File: src/rtl/mem_lsu_if.sv
// Memory bus between the load/store unit and the data memory.
// The LSU is the master: it raises bus_req with a stable beat until bus_ack.
interface mem_lsu_if #(
  parameter int XLEN = 64
);
  logic              bus_req;
  logic              bus_we;
  logic [XLEN-1:0]   bus_addr;
  logic [XLEN-1:0]   bus_wdata;
  logic [XLEN/8-1:0] bus_wmask;
  logic [XLEN-1:0]   bus_rdata;
  logic              bus_ack;

  modport master (
    output bus_req, bus_we, bus_addr, bus_wdata, bus_wmask,
    input  bus_rdata, bus_ack
  );

  modport slave (
    input  bus_req, bus_we, bus_addr, bus_wdata, bus_wmask,
    output bus_rdata, bus_ack
  );
endinterface

File: src/rtl/mem_lsu.sv
// MEM-stage load/store unit. Non-memory ops and misaligned accesses complete
// in the same cycle; aligned accesses stall upstream while one bus beat runs
// (IDLE -> BUS -> RESP -> IDLE). Bus beats are 8-byte aligned with lane masks.
module mem_lsu #(
  parameter int XLEN   = 64,
  parameter int REG_AW = 5
) (
  input  logic              clk,
  input  logic              rst,
  input  logic              valid_i,
  input  logic [REG_AW-1:0] wd_i,
  input  logic              wreg_i,
  input  logic [XLEN-1:0]   wdata_i,
  input  logic              mem_en_i,
  input  logic              mem_we_i,
  input  logic [1:0]        mem_size_i,
  input  logic              mem_uns_i,
  input  logic [XLEN-1:0]   mem_addr_i,
  input  logic [XLEN-1:0]   mem_sdata_i,
  output logic              stall_o,
  output logic              valid_o,
  output logic [REG_AW-1:0] wd_o,
  output logic              wreg_o,
  output logic [XLEN-1:0]   wdata_o,
  output logic              misalign_o,
  mem_lsu_if.master         bus
);

  typedef enum logic [1:0] {IDLE, BUS, RESP} state_t;

  state_t              state_reg;
  logic [REG_AW-1:0]   wd_reg;
  logic                wreg_reg;
  logic                we_reg;
  logic                uns_reg;
  logic [1:0]          size_reg;
  logic [2:0]          lane_reg;
  logic [XLEN-1:0]     rdata_reg;
  logic                bus_req_reg;
  logic                bus_we_reg;
  logic [XLEN-1:0]     bus_addr_reg;
  logic [XLEN-1:0]     bus_wdata_reg;
  logic [7:0]          bus_wmask_reg;

  logic                misaligned;
  logic                accept;
  logic [7:0]          size_mask;
  logic [XLEN-1:0]     load_shifted;
  logic [XLEN-1:0]     load_data;

  // Natural alignment: address must be a multiple of the access size.
  always_comb begin
    misaligned = 1'b0;
    case (mem_size_i)
      2'd0:    misaligned = 1'b0;
      2'd1:    misaligned = mem_addr_i[0];
      2'd2:    misaligned = |mem_addr_i[1:0];
      default: misaligned = |mem_addr_i[2:0];
    endcase
  end

  assign accept = (state_reg == IDLE) && valid_i && mem_en_i && !misaligned;

  // Byte-lane mask for the access size before shifting into place.
  always_comb begin
    size_mask = 8'hFF;
    case (mem_size_i)
      2'd0:    size_mask = 8'h01;
      2'd1:    size_mask = 8'h03;
      2'd2:    size_mask = 8'h0F;
      default: size_mask = 8'hFF;
    endcase
  end

  // Pull the loaded lanes down to bit 0, then sign- or zero-extend.
  always_comb begin
    load_shifted = rdata_reg >> {lane_reg, 3'b000};
    load_data    = load_shifted;
    case (size_reg)
      2'd0:    load_data = {{(XLEN-8){load_shifted[7] & ~uns_reg}}, load_shifted[7:0]};
      2'd1:    load_data = {{(XLEN-16){load_shifted[15] & ~uns_reg}}, load_shifted[15:0]};
      2'd2:    load_data = {{(XLEN-32){load_shifted[31] & ~uns_reg}}, load_shifted[31:0]};
      default: load_data = load_shifted;
    endcase
  end

  // FSM with registered request fields and registered bus beat.
  always_ff @(posedge clk) begin
    if (rst) begin
      state_reg     <= IDLE;
      wd_reg        <= '0;
      wreg_reg      <= 1'b0;
      we_reg        <= 1'b0;
      uns_reg       <= 1'b0;
      size_reg      <= 2'd0;
      lane_reg      <= 3'd0;
      rdata_reg     <= '0;
      bus_req_reg   <= 1'b0;
      bus_we_reg    <= 1'b0;
      bus_addr_reg  <= '0;
      bus_wdata_reg <= '0;
      bus_wmask_reg <= 8'h00;
    end else begin
      case (state_reg)
        IDLE: begin
          if (accept) begin
            wd_reg        <= wd_i;
            wreg_reg      <= wreg_i;
            we_reg        <= mem_we_i;
            uns_reg       <= mem_uns_i;
            size_reg      <= mem_size_i;
            lane_reg      <= mem_addr_i[2:0];
            bus_req_reg   <= 1'b1;
            bus_we_reg    <= mem_we_i;
            bus_addr_reg  <= {mem_addr_i[XLEN-1:3], 3'b000};
            bus_wdata_reg <= mem_sdata_i << {mem_addr_i[2:0], 3'b000};
            bus_wmask_reg <= size_mask << mem_addr_i[2:0];
            state_reg     <= BUS;
          end
        end
        BUS: begin
          if (bus.bus_ack) begin
            rdata_reg   <= bus.bus_rdata;
            bus_req_reg <= 1'b0;
            state_reg   <= RESP;
          end
        end
        RESP: begin
          state_reg <= IDLE;
        end
        default: begin
          state_reg <= IDLE;
        end
      endcase
    end
  end

  // Result/stall outputs; reset forces everything low, including pass-through.
  always_comb begin
    stall_o    = 1'b0;
    valid_o    = 1'b0;
    wd_o       = '0;
    wreg_o     = 1'b0;
    wdata_o    = '0;
    misalign_o = 1'b0;
    if (!rst) begin
      case (state_reg)
        IDLE: begin
          if (valid_i) begin
            if (!mem_en_i) begin
              valid_o = 1'b1;
              wd_o    = wd_i;
              wreg_o  = wreg_i;
              wdata_o = wdata_i;
            end else if (misaligned) begin
              valid_o    = 1'b1;
              wd_o       = wd_i;
              misalign_o = 1'b1;
            end else begin
              stall_o = 1'b1;
            end
          end
        end
        BUS: begin
          stall_o = 1'b1;
        end
        RESP: begin
          valid_o = 1'b1;
          wd_o    = wd_reg;
          wreg_o  = wreg_reg & ~we_reg;
          wdata_o = we_reg ? '0 : load_data;
        end
        default: begin
          stall_o = 1'b0;
        end
      endcase
    end
  end

  assign bus.bus_req   = bus_req_reg & ~rst;
  assign bus.bus_we    = bus_we_reg & ~rst;
  assign bus.bus_addr  = rst ? '0 : bus_addr_reg;
  assign bus.bus_wdata = rst ? '0 : bus_wdata_reg;
  assign bus.bus_wmask = rst ? '0 : bus_wmask_reg;

endmodule

File: src/flat_wrapper.sv
// flat-port wrapper written by rule: the top's interface ports become plain ports
module mem_lsu_flat 
#(
  parameter int XLEN   = 64,
  parameter int REG_AW = 5
)
  (clk, rst, valid_i, wd_i, wreg_i, wdata_i, mem_en_i, mem_we_i, mem_size_i, mem_uns_i, mem_addr_i, mem_sdata_i, stall_o, valid_o, wd_o, wreg_o, wdata_o, misalign_o, bus_bus_req, bus_bus_we, bus_bus_addr, bus_bus_wdata, bus_bus_wmask, bus_bus_rdata, bus_bus_ack);
  mem_lsu_if #(.XLEN(XLEN)) bus_i ();
  input  logic clk;
  input  logic rst;
  input  logic valid_i;
  input  logic [REG_AW-1:0] wd_i;
  input  logic wreg_i;
  input  logic [XLEN-1:0] wdata_i;
  input  logic mem_en_i;
  input  logic mem_we_i;
  input  logic [1:0] mem_size_i;
  input  logic mem_uns_i;
  input  logic [XLEN-1:0] mem_addr_i;
  input  logic [XLEN-1:0] mem_sdata_i;
  output logic stall_o;
  output logic valid_o;
  output logic [REG_AW-1:0] wd_o;
  output logic wreg_o;
  output logic [XLEN-1:0] wdata_o;
  output logic misalign_o;
  output wire logic [$bits(bus_i.bus_req)-1:0] bus_bus_req;
  output wire logic [$bits(bus_i.bus_we)-1:0] bus_bus_we;
  output wire logic [$bits(bus_i.bus_addr)-1:0] bus_bus_addr;
  output wire logic [$bits(bus_i.bus_wdata)-1:0] bus_bus_wdata;
  output wire logic [$bits(bus_i.bus_wmask)-1:0] bus_bus_wmask;
  input wire logic [$bits(bus_i.bus_rdata)-1:0] bus_bus_rdata;
  input wire logic [$bits(bus_i.bus_ack)-1:0] bus_bus_ack;
  assign bus_bus_req = bus_i.bus_req;
  assign bus_bus_we = bus_i.bus_we;
  assign bus_bus_addr = bus_i.bus_addr;
  assign bus_bus_wdata = bus_i.bus_wdata;
  assign bus_bus_wmask = bus_i.bus_wmask;
  assign bus_i.bus_rdata = bus_bus_rdata;
  assign bus_i.bus_ack = bus_bus_ack;
  mem_lsu #(.XLEN(XLEN), .REG_AW(REG_AW)) u_core (.clk(clk), .rst(rst), .valid_i(valid_i), .wd_i(wd_i), .wreg_i(wreg_i), .wdata_i(wdata_i), .mem_en_i(mem_en_i), .mem_we_i(mem_we_i), .mem_size_i(mem_size_i), .mem_uns_i(mem_uns_i), .mem_addr_i(mem_addr_i), .mem_sdata_i(mem_sdata_i), .stall_o(stall_o), .valid_o(valid_o), .wd_o(wd_o), .wreg_o(wreg_o), .wdata_o(wdata_o), .misalign_o(misalign_o), .bus(bus_i));
endmodule
File: config.mk
export PLATFORM = sky130hd
export DESIGN_NAME = mem_lsu_flat
export DESIGN_NICKNAME = d
export VERILOG_FILES = /design/src/rtl/mem_lsu_if.sv /design/src/rtl/mem_lsu.sv /design/src/flat_wrapper.sv
export SDC_FILE = /design/constraint.sdc
export NUM_CORES = 1
export LEC_CHECK = 0
export BUFFER_PORTS_ARGS = -buffer_cell sky130_fd_sc_hd__clkbuf_2
export CORE_UTILIZATION = 35
export DETAILED_ROUTE_END_ITERATION = 10
export PLACE_DENSITY = 0.68
export SETUP_SLACK_MARGIN = 0.1
export SLEW_MARGIN = 15
export SYNTH_ARGS = -nofsm -noshare
export SYNTH_HDL_FRONTEND = slang
export SYNTH_SLANG_ARGS = --single-unit
File: constraint.sdc
create_clock -name clk -period 3.7 [get_ports clk]
set_input_delay 1.11 -clock clk [delete_from_list [all_inputs] [get_ports clk]]
set_output_delay 1.11 -clock clk [all_outputs]
set_load 0.03 [all_outputs]
Word level (Yosys, flattened, before mapping)
Cells that the tools add are included.

Output and inout bits: 211. Word-level logic and storage cells: 86. Memories: 0. Memory bits (writable): 0. Bits in latches: 0. Memory bits (read-only): 0. Input port bits: 271. Register bits: 213.

Multiply operators: 0. Equal/unequal tests: 8. Add/subtract/negate cells: 0. Mux-type cells: 40. Magnitude comparators: 0. Shift-type cells: 3. Bitwise gates (word level): 9. Reduce and logical (&&, ||, !) cells: 14. Div/mod/pow operators: 0.

Operators by type and width (number): $mux 64 (6); $pmux 64 s3 (1); $pmux 64 s2 (1); $shl 64x6->64 (1); $shr 64x6->64 (1); $pmux 8 s3 (1); $mux 5 (4); $mux 1 (17); $pmux 5 s2 (1); $mux 8 (1); $pmux 1 s2 (4); $shl 8x3->8 (1); $and 1x1->1 (6); $eq 2x1->1 const B (3); $eq 2x2->1 const B (3); $logic_not 2->1 (3); $reduce_and 2->1 (3); $mux 2 (2); $pmux 2 s2 (1); $logic_and 1x1->1 (3); $not 1->1 (3); $pmux 1 s3 (1); $reduce_and 3->1 (1); $reduce_or 3->1 (1); 5 further kinds (5).

Longest topological paths before layout
Gate-level depths: netlist of run 1.

Word-level depth: 7. Gate-level depth with buffers: 9.

Worst setup path before layout of run 1
OpenSTA, ideal clock, no wires.

Path type: input port to output port. Start point: in rst. End point: out wdata_o[40]. Arrival time: 3069 ps. Cell stages on the path: 6. Buffers on the path: 3. Setup slack: -479 ps. Cells stage by stage: or2_2 > clkbuf_1 > or3b_1 > clkbuf_1 > clkbuf_1 > o31ai_1.

Longest elaborated chain between the ends: 1.

RTL lines: start, declared (line flat_wrapper.sv:10) `input logic rst;`; $mux 64 (line mem_lsu.sv:146) `if (!rst) begin`; end, declared (line flat_wrapper.sv:25) `output logic [XLEN-1:0] wdata_o;`.

Every way passes these cells.

Final worst setup path of run 1
Start point: reg u_core.rdata_reg[63]. End point: out wdata_o[62].

Longest elaborated chain between the ends: 6. Elaborated cells between the ends (all ways): 8. Classes of those cells: shift: 1; mux: 4; bitwise: 3.

RTL lines: start, declared (line mem_lsu.sv:38) `logic [XLEN-1:0] rdata_reg;`; start signal, assigned (line mem_lsu.sv:123) `rdata_reg <= bus.bus_rdata;`; $shr 64x6->64 * (line mem_lsu.sv:77) `load_shifted = rdata_reg >> {lane_reg, 3'b000};`; $and 1x1->1, on equally long branches (line mem_lsu.sv:82, mem_lsu.sv:80, mem_lsu.sv:81); $pmux 64 s3 * (line mem_lsu.sv:79) `case (size_reg)`; $mux 64 * (line mem_lsu.sv:171) `wdata_o = we_reg ? '0 : load_data;`; $pmux 64 s2 * (line mem_lsu.sv:147) `case (state_reg)`; $mux 64 * (line mem_lsu.sv:146).

Mark *: on every way between the ends. The rest lies on a longest branch, timed or not.

==> results of run 1 <==
through the flow:
stage | util | instance area (µm²) | setup TNS, ns
after CTS | 0.5056 | 17460 | -5.692
after detailed placement | 0.4595 | 15870 | -1.204
after global placement | 0.4595 | 15870 | 0
after global routing | 0.5177 | 17880 | -6.171
final | 0.5178 | 17890 | -3.243
after floorplan | - | 12980 | 0
kinds of logic after synthesis:
logic type             Yosys count  share of synthesized area
AOI/OAI and AO/OA              449                     0.2453
buffers and inverters          161                    0.05375
DFF                            213                     0.3463
muxes                          121                     0.1196
other                            1                  0.0003045
and+or+nand+nor                610                     0.2348
path summary, 6_finish.rpt:
check                                         from                                     to  slack, ns  cells past startpoint
max              u_core.rdata_reg[63]$_SDFFE_PP0P_                            wdata_o[62]      -0.15                     10
min reg2reg  u_core.bus_wdata_reg[28]$_SDFFE_PP0P_  u_core.bus_wdata_reg[28]$_SDFFE_PP0P_       0.45                      2
max reg2reg       u_core.state_reg[1]$_SDFFE_PP0P_  u_core.bus_wdata_reg[45]$_SDFFE_PP0P_       1.44                      6
min          u_core.bus_wdata_reg[28]$_SDFFE_PP0P_  u_core.bus_wdata_reg[28]$_SDFFE_PP0P_       0.45                      2
cell usage in the layout (no fill, tap or decap), types with 8 or more instances in the layout:
cell and n:
clkbuf_2 413, nand2_1 254, dfxtp_1 210, nor2b_1 155, a21oi_1 151, nor2_1 101
buf_4 77, o22a_1 63, mux2i_1 55, a211oi_1 39, o21ai_0 37, mux2_2 36
clkbuf_8 36, nor3_1 33, clkbuf_16 27, o31ai_4 23, buf_8 20, mux4_2 16
a22oi_1 15, a221o_2 15, a21oi_2 13, nand2b_1 12, a21o_1 9, nand3_1 9
o31ai_1 9, a221oi_1 9, buf_12 9, o221a_2 8, a2bb2oi_1 8
layer usage:
| layer | GRT usage | part of all wire | up-vias |
|---|---|---|---|
| met1 | 0.3148 | 0.39 | 6274 |
| met2 | 0.4469 | 0.47 | 669 |
| met5 | 0 | 0.00025 | - |
| met3 | 0.05645 | 0.077 | 128 |
| li1 | - | - | 6405 |
| met4 | 0.1557 | 0.058 | 2 |
repair_timing:
| action | 4_1_cts | 5_1_grt |
|---|---|---|
| setup buffers | 9 | 9 |
| hold buffers | 0 | 0 |
| setup endpoints to repair | 63 | 69 |
| pin swaps | 34 | 8 |
| gates resized for setup | 125 | 98 |
| cloned | 4 | 2 |
final cells by class:
cell class / count / area [µm²]
antenna: 4 / 10.01
sequential: 213 / 4273
clock buffer: 33 / 715.7
tap: 455 / 569.3
multi-input combinational: 1183 / 8297
fill: 3170 / 16660
timing repair buffer: 573 / 3866
inverter: 4 / 15.01
clock inverter: 11 / 141.4
power breakdown:
part | switching (µW) | total (µW) | internal, µW
registers | 39.5 | 2420 | 2380
logic | 698 | 1180 | 482
clock network | 1020 | 2580 | 1560
worst max-delay path: stages, from the launching register on:
cell,delay [ns]
dfxtp_1,0.36
buf_4,0.16
nor4bb_1,0.52
a31oi_4,0.07
a21oi_2,0.19
nor3b_4,0.06
buf_6,0.13
buf_12,0.13
buf_16,0.15
o31ai_4,0.24
clkbuf_8,0.19
==> impl_metrics.toml, run 1 <==
[status]
status = "complete, but fails checks"
violations = "negative setup slack"

[global_route]
grt_use_total = 0.2669
grt_overflow = 0
grt_pass1_wl_um = 74210
antenna_found_initial = 4
grt_pass1_vias = 12810
grt_max_degree = 126

[sta]
fin_crit_ns = 3.846
fmax_ghz = 0.2600
worst_slew_pin_slew_ns = 1.050
fin_skew_ns = 0.02282
rsz0062_at_grt = "true"
final-hold-violation-count = 0
period_share = 1.040
relSlewSlack = 0.2949
finalMaxSlewViolations = 0
fin_ws_ns = -0.1463
setup_viol_count_final = 45
whs_ns = 0.4525

[place]
post-place-ws_ns = -0.08063
dpl.hpwl_um = 37280
portBuffers = 478
dp_cells = 2404
routabilityCongestion = 1.024

[logic_synthesis]
syn_area_mm2 = 0.01231
ys_top_cells_by_count = "255 x nand2_1, 213 x dfxtp_1, 165 x a21oi_1, 159 x nor2b_1"
syn_inst = 1555
synth_seq_area_share = 0.3463
synthTopCellsByArea = "dfxtp_1 35%, nor2b_1 8.1%, nand2_1 7.8%"
async_flop_share = 0
avgSynthCellArea_um2 = 7.919
synth_top_area_share = 0.3463
synth_edf_count = 0
ys_warn_count = 0
synthFlopType = "dfxtp_1"
ys_types = 54
ys_seq_elements = 213
synth_top_area_cell = "dfxtp_1"
yosysMostFrequentCell = "nand2_1"

[die]
initial_core_util = 0.3565
dieArea_mm2 = 0.03594
fp.dieW_um = 189.6
core_mm2 = 0.03454
dieHeight_um = 189.6
rows = 68
boundaryPins = 482

[drt]
via_count = 13480
drtIter0Drc = 970
antenna_left = 0
drtPass1Iterations = 5
avgViaCountPerCell = 5.443
drc_errors = 0
wl_per_cell_um = 20.66
wirelength_um = 51160

[clock_tree]
h-tree-depth = 1
root_buffer = "clkbuf_16"
cts_buffers = 24
clk_pin_slew_ns = 0.06
clk_latency_ns = 0.53
ctsLongestPathBuffers = 3
clock_sinks = 213
cts_tree = "built"

[pwr]
p_per_area_mw_per_mm2 = 345.7
total_leakage_power_uw = 0.007519
total_power_uw = 6184
vdd_drop_max_uv = 372.0

[worst_setup_path]
cp_data_required_time_ns = 2.59
worstPathArrival_ns = 2.74
worstSetupPathType = "reg2out"
cp_max_fo = 8
endpoint_kind = "primary output"
start_kind = "register"

[layout]
fin_nets = 2270
finalNonFillerCells = 2476
synthToLayoutAreaGrowth_pct = 45.26
drive_gt1_frac = 0.3981

[job]
cap_violations = 0

[min_path]
holdCritPathClass = "reg2reg"
No activity file was read; power rests on OpenSTA's default activity.
==> run 2: changes to the inputs <==
- CORE_ASPECT_RATIO: default -> 0.6
- PLACE_DENSITY: 0.68 -> 0.61
- TNS_END_PERCENT: default -> 20
==> impl_metrics.toml, run 2 (synthesized netlist as in run 1, its figures left out) <==
[place]
routabilityCongestion = 0.9982
dp_cells = 2414
dpl.hpwl_um = 38370
post-place-ws_ns = -0.07248
portBuffers = 478

[die]
fp.dieW_um = 244.2
dieHeight_um = 147.3
boundaryPins = 482
dieArea_mm2 = 0.03596
core_mm2 = 0.03416
initial_core_util = 0.3605
rows = 52

[sta]
final-hold-violation-count = 0
fmax_ghz = 0.2561
finalMaxSlewViolations = 0
setup_viol_count_final = 60
whs_ns = 0.4455
fin_crit_ns = 3.904
period_share = 1.055
rsz0062_at_grt = "true"
fin_skew_ns = 0.01771
fin_ws_ns = -0.2044
worst_slew_pin_slew_ns = 1.078
relSlewSlack = 0.2813

[worst_setup_path]
cp_data_required_time_ns = 2.59
reg2reg_depth = 7
max_stage_delay_ns = 0.42
crit_cells = 8
worst_path_max_delay_cell = "dfxtp_4"
worstPathArrival_ns = 2.79
worst-path-buf-inv = 3
path_cells = "buf_12 -> mux2_2 -> mux2i_2 -> o21ai_0 -> buf_4 -> a22oi_1 -> nor2_1 -> clkbuf_2"
endpoint_kind = "primary output"
worstSetupPathType = "reg2out"
cp_top_family = "multiplexers"
cp_max_fo = 40
start_kind = "register"

[layout]
final_cell_mix = "418 x clkbuf_2, 254 x nand2_1, 210 x dfxtp_1"
n_fill_cell = 3321
synthToLayoutAreaGrowth_pct = 40.73
utilization = 0.5074
mostFrequentLayoutCell = "clkbuf_2"
fin_nets = 2262
finalNonFillerCells = 2472
drive_gt1_frac = 0.3723

[clock_tree]
root_buffer = "clkbuf_16"
clock_sinks = 213
cts_buffers = 24
hold_buffers = 0
h-tree-depth = 1
cts_tree = "built"
clk_latency_ns = 0.53
clk_pin_slew_ns = 0.06
ctsLongestPathBuffers = 3

[global_route]
grt_pass1_wl_um = 77270
grt_use_total = 0.2784
antenna_found_initial = 5
grt_overflow = 0
grt_pass1_vias = 12570
grt_max_degree = 192

[pwr]
vdd_drop_max_uv = 280.5
total_leakage_power_uw = 0.007347
p_per_area_mw_per_mm2 = 347.8

[status]
violations = "negative setup slack"
status = "complete, but fails checks"

[min_path]
holdCritPathClass = "reg2reg"
hold_depth = 2

[drt]
wirelength_um = 51820
via_count = 13590
drc_errors = 0
drtPass1Iterations = 7
drtIter0Drc = 1314
avgViaCountPerCell = 5.498
wl_per_cell_um = 20.96
antenna_left = 0

[job]
cap_violations = 0
run 2: changes by cell type in the layout (fill, tap and decap cells not counted), moves of 8 or more:
cell,before,now
a221o_2,15,7
a221o_1,0,8
a21oi_1,151,162
a21oi_2,13,4
clkbuf_4,5,16
buf_8,20,0
run 2: stage by stage:
stage / TNS (ns) / area [µm²] / power [µW]
5_1_grt: -10.45 / 17330 / 6259
2_1_floorplan: -0.4482 / 12860 / 3115
3_5_place_dp: -2.210 / 15850 / 3519
6_report: -5.980 / 17330 / 6027
4_1_cts: -6.391 / 17250 / 6048
3_3_place_gp: -1.313 / 15850 / 3507
run 2: power breakdown:
group / internal [µW] / switching [µW] / total, µW
registers: 2380 / 42.8 / 2420
clock network: 1450 / 1040 / 2490
logic: 453 / 664 / 1120
total: 4280 / 1740 / 6030
run 2: worst paths after layout:
check                                              from                               endpoint  slack [ns]
setup reg to reg       u_core.state_reg[1]$_SDFFE_PP0P_  u_core.bus_wdata_reg[42]$_SDFFE_PP0P_        1.33
setup / recovery        u_core.lane_reg[1]$_SDFFE_PP0P_                             wdata_o[5]       -0.20
hold / removal    u_core.bus_wdata_reg[27]$_SDFFE_PP0P_  u_core.bus_wdata_reg[27]$_SDFFE_PP0P_        0.45
hold reg to reg   u_core.bus_wdata_reg[27]$_SDFFE_PP0P_  u_core.bus_wdata_reg[27]$_SDFFE_PP0P_        0.45
run 2: layout make-up:
type	count	area, µm²	share of cell area
Tap cell	459	574.3	0.03314
Timing Repair Buffer	565	3665	0.2115
Antenna cell	4	10.01	0.0005776
Sequential cell	213	4273	0.2466
Clock buffer	31	646.9	0.03733
Clock inverter	13	157.7	0.009097
Multi-Input combinational cell	1183	7989	0.4610
Inverter	4	15.01	0.0008664
run 2: per-layer routing:
layer / vias to the layer above / share of wire / global-route usage
li1: 6391 / - / -
met1: 6567 / 0.45 / 0.4013
met2: 562 / 0.43 / 0.4084
met3: 70 / 0.093 / 0.07947
met4: 2 / 0.021 / 0.05813
met5: - / 0.00025 / 0
run 2: what timing repair did:
item	4_1_cts	5_1_grt
pin swaps	21	1
gates cloned	2	1
gates resized for setup	121	14
setup endpoints to repair	64	105
setup buffers	7	0
run 2: worst reg2reg max path: stages (launching register included):
cell     delay, ns
dfxtp_1       0.30
buf_4         0.17
nor3b_2       0.20
buf_4         0.16
and3_4        0.18
buf_4         0.68
o221a_2       0.47
nor3_1        0.05
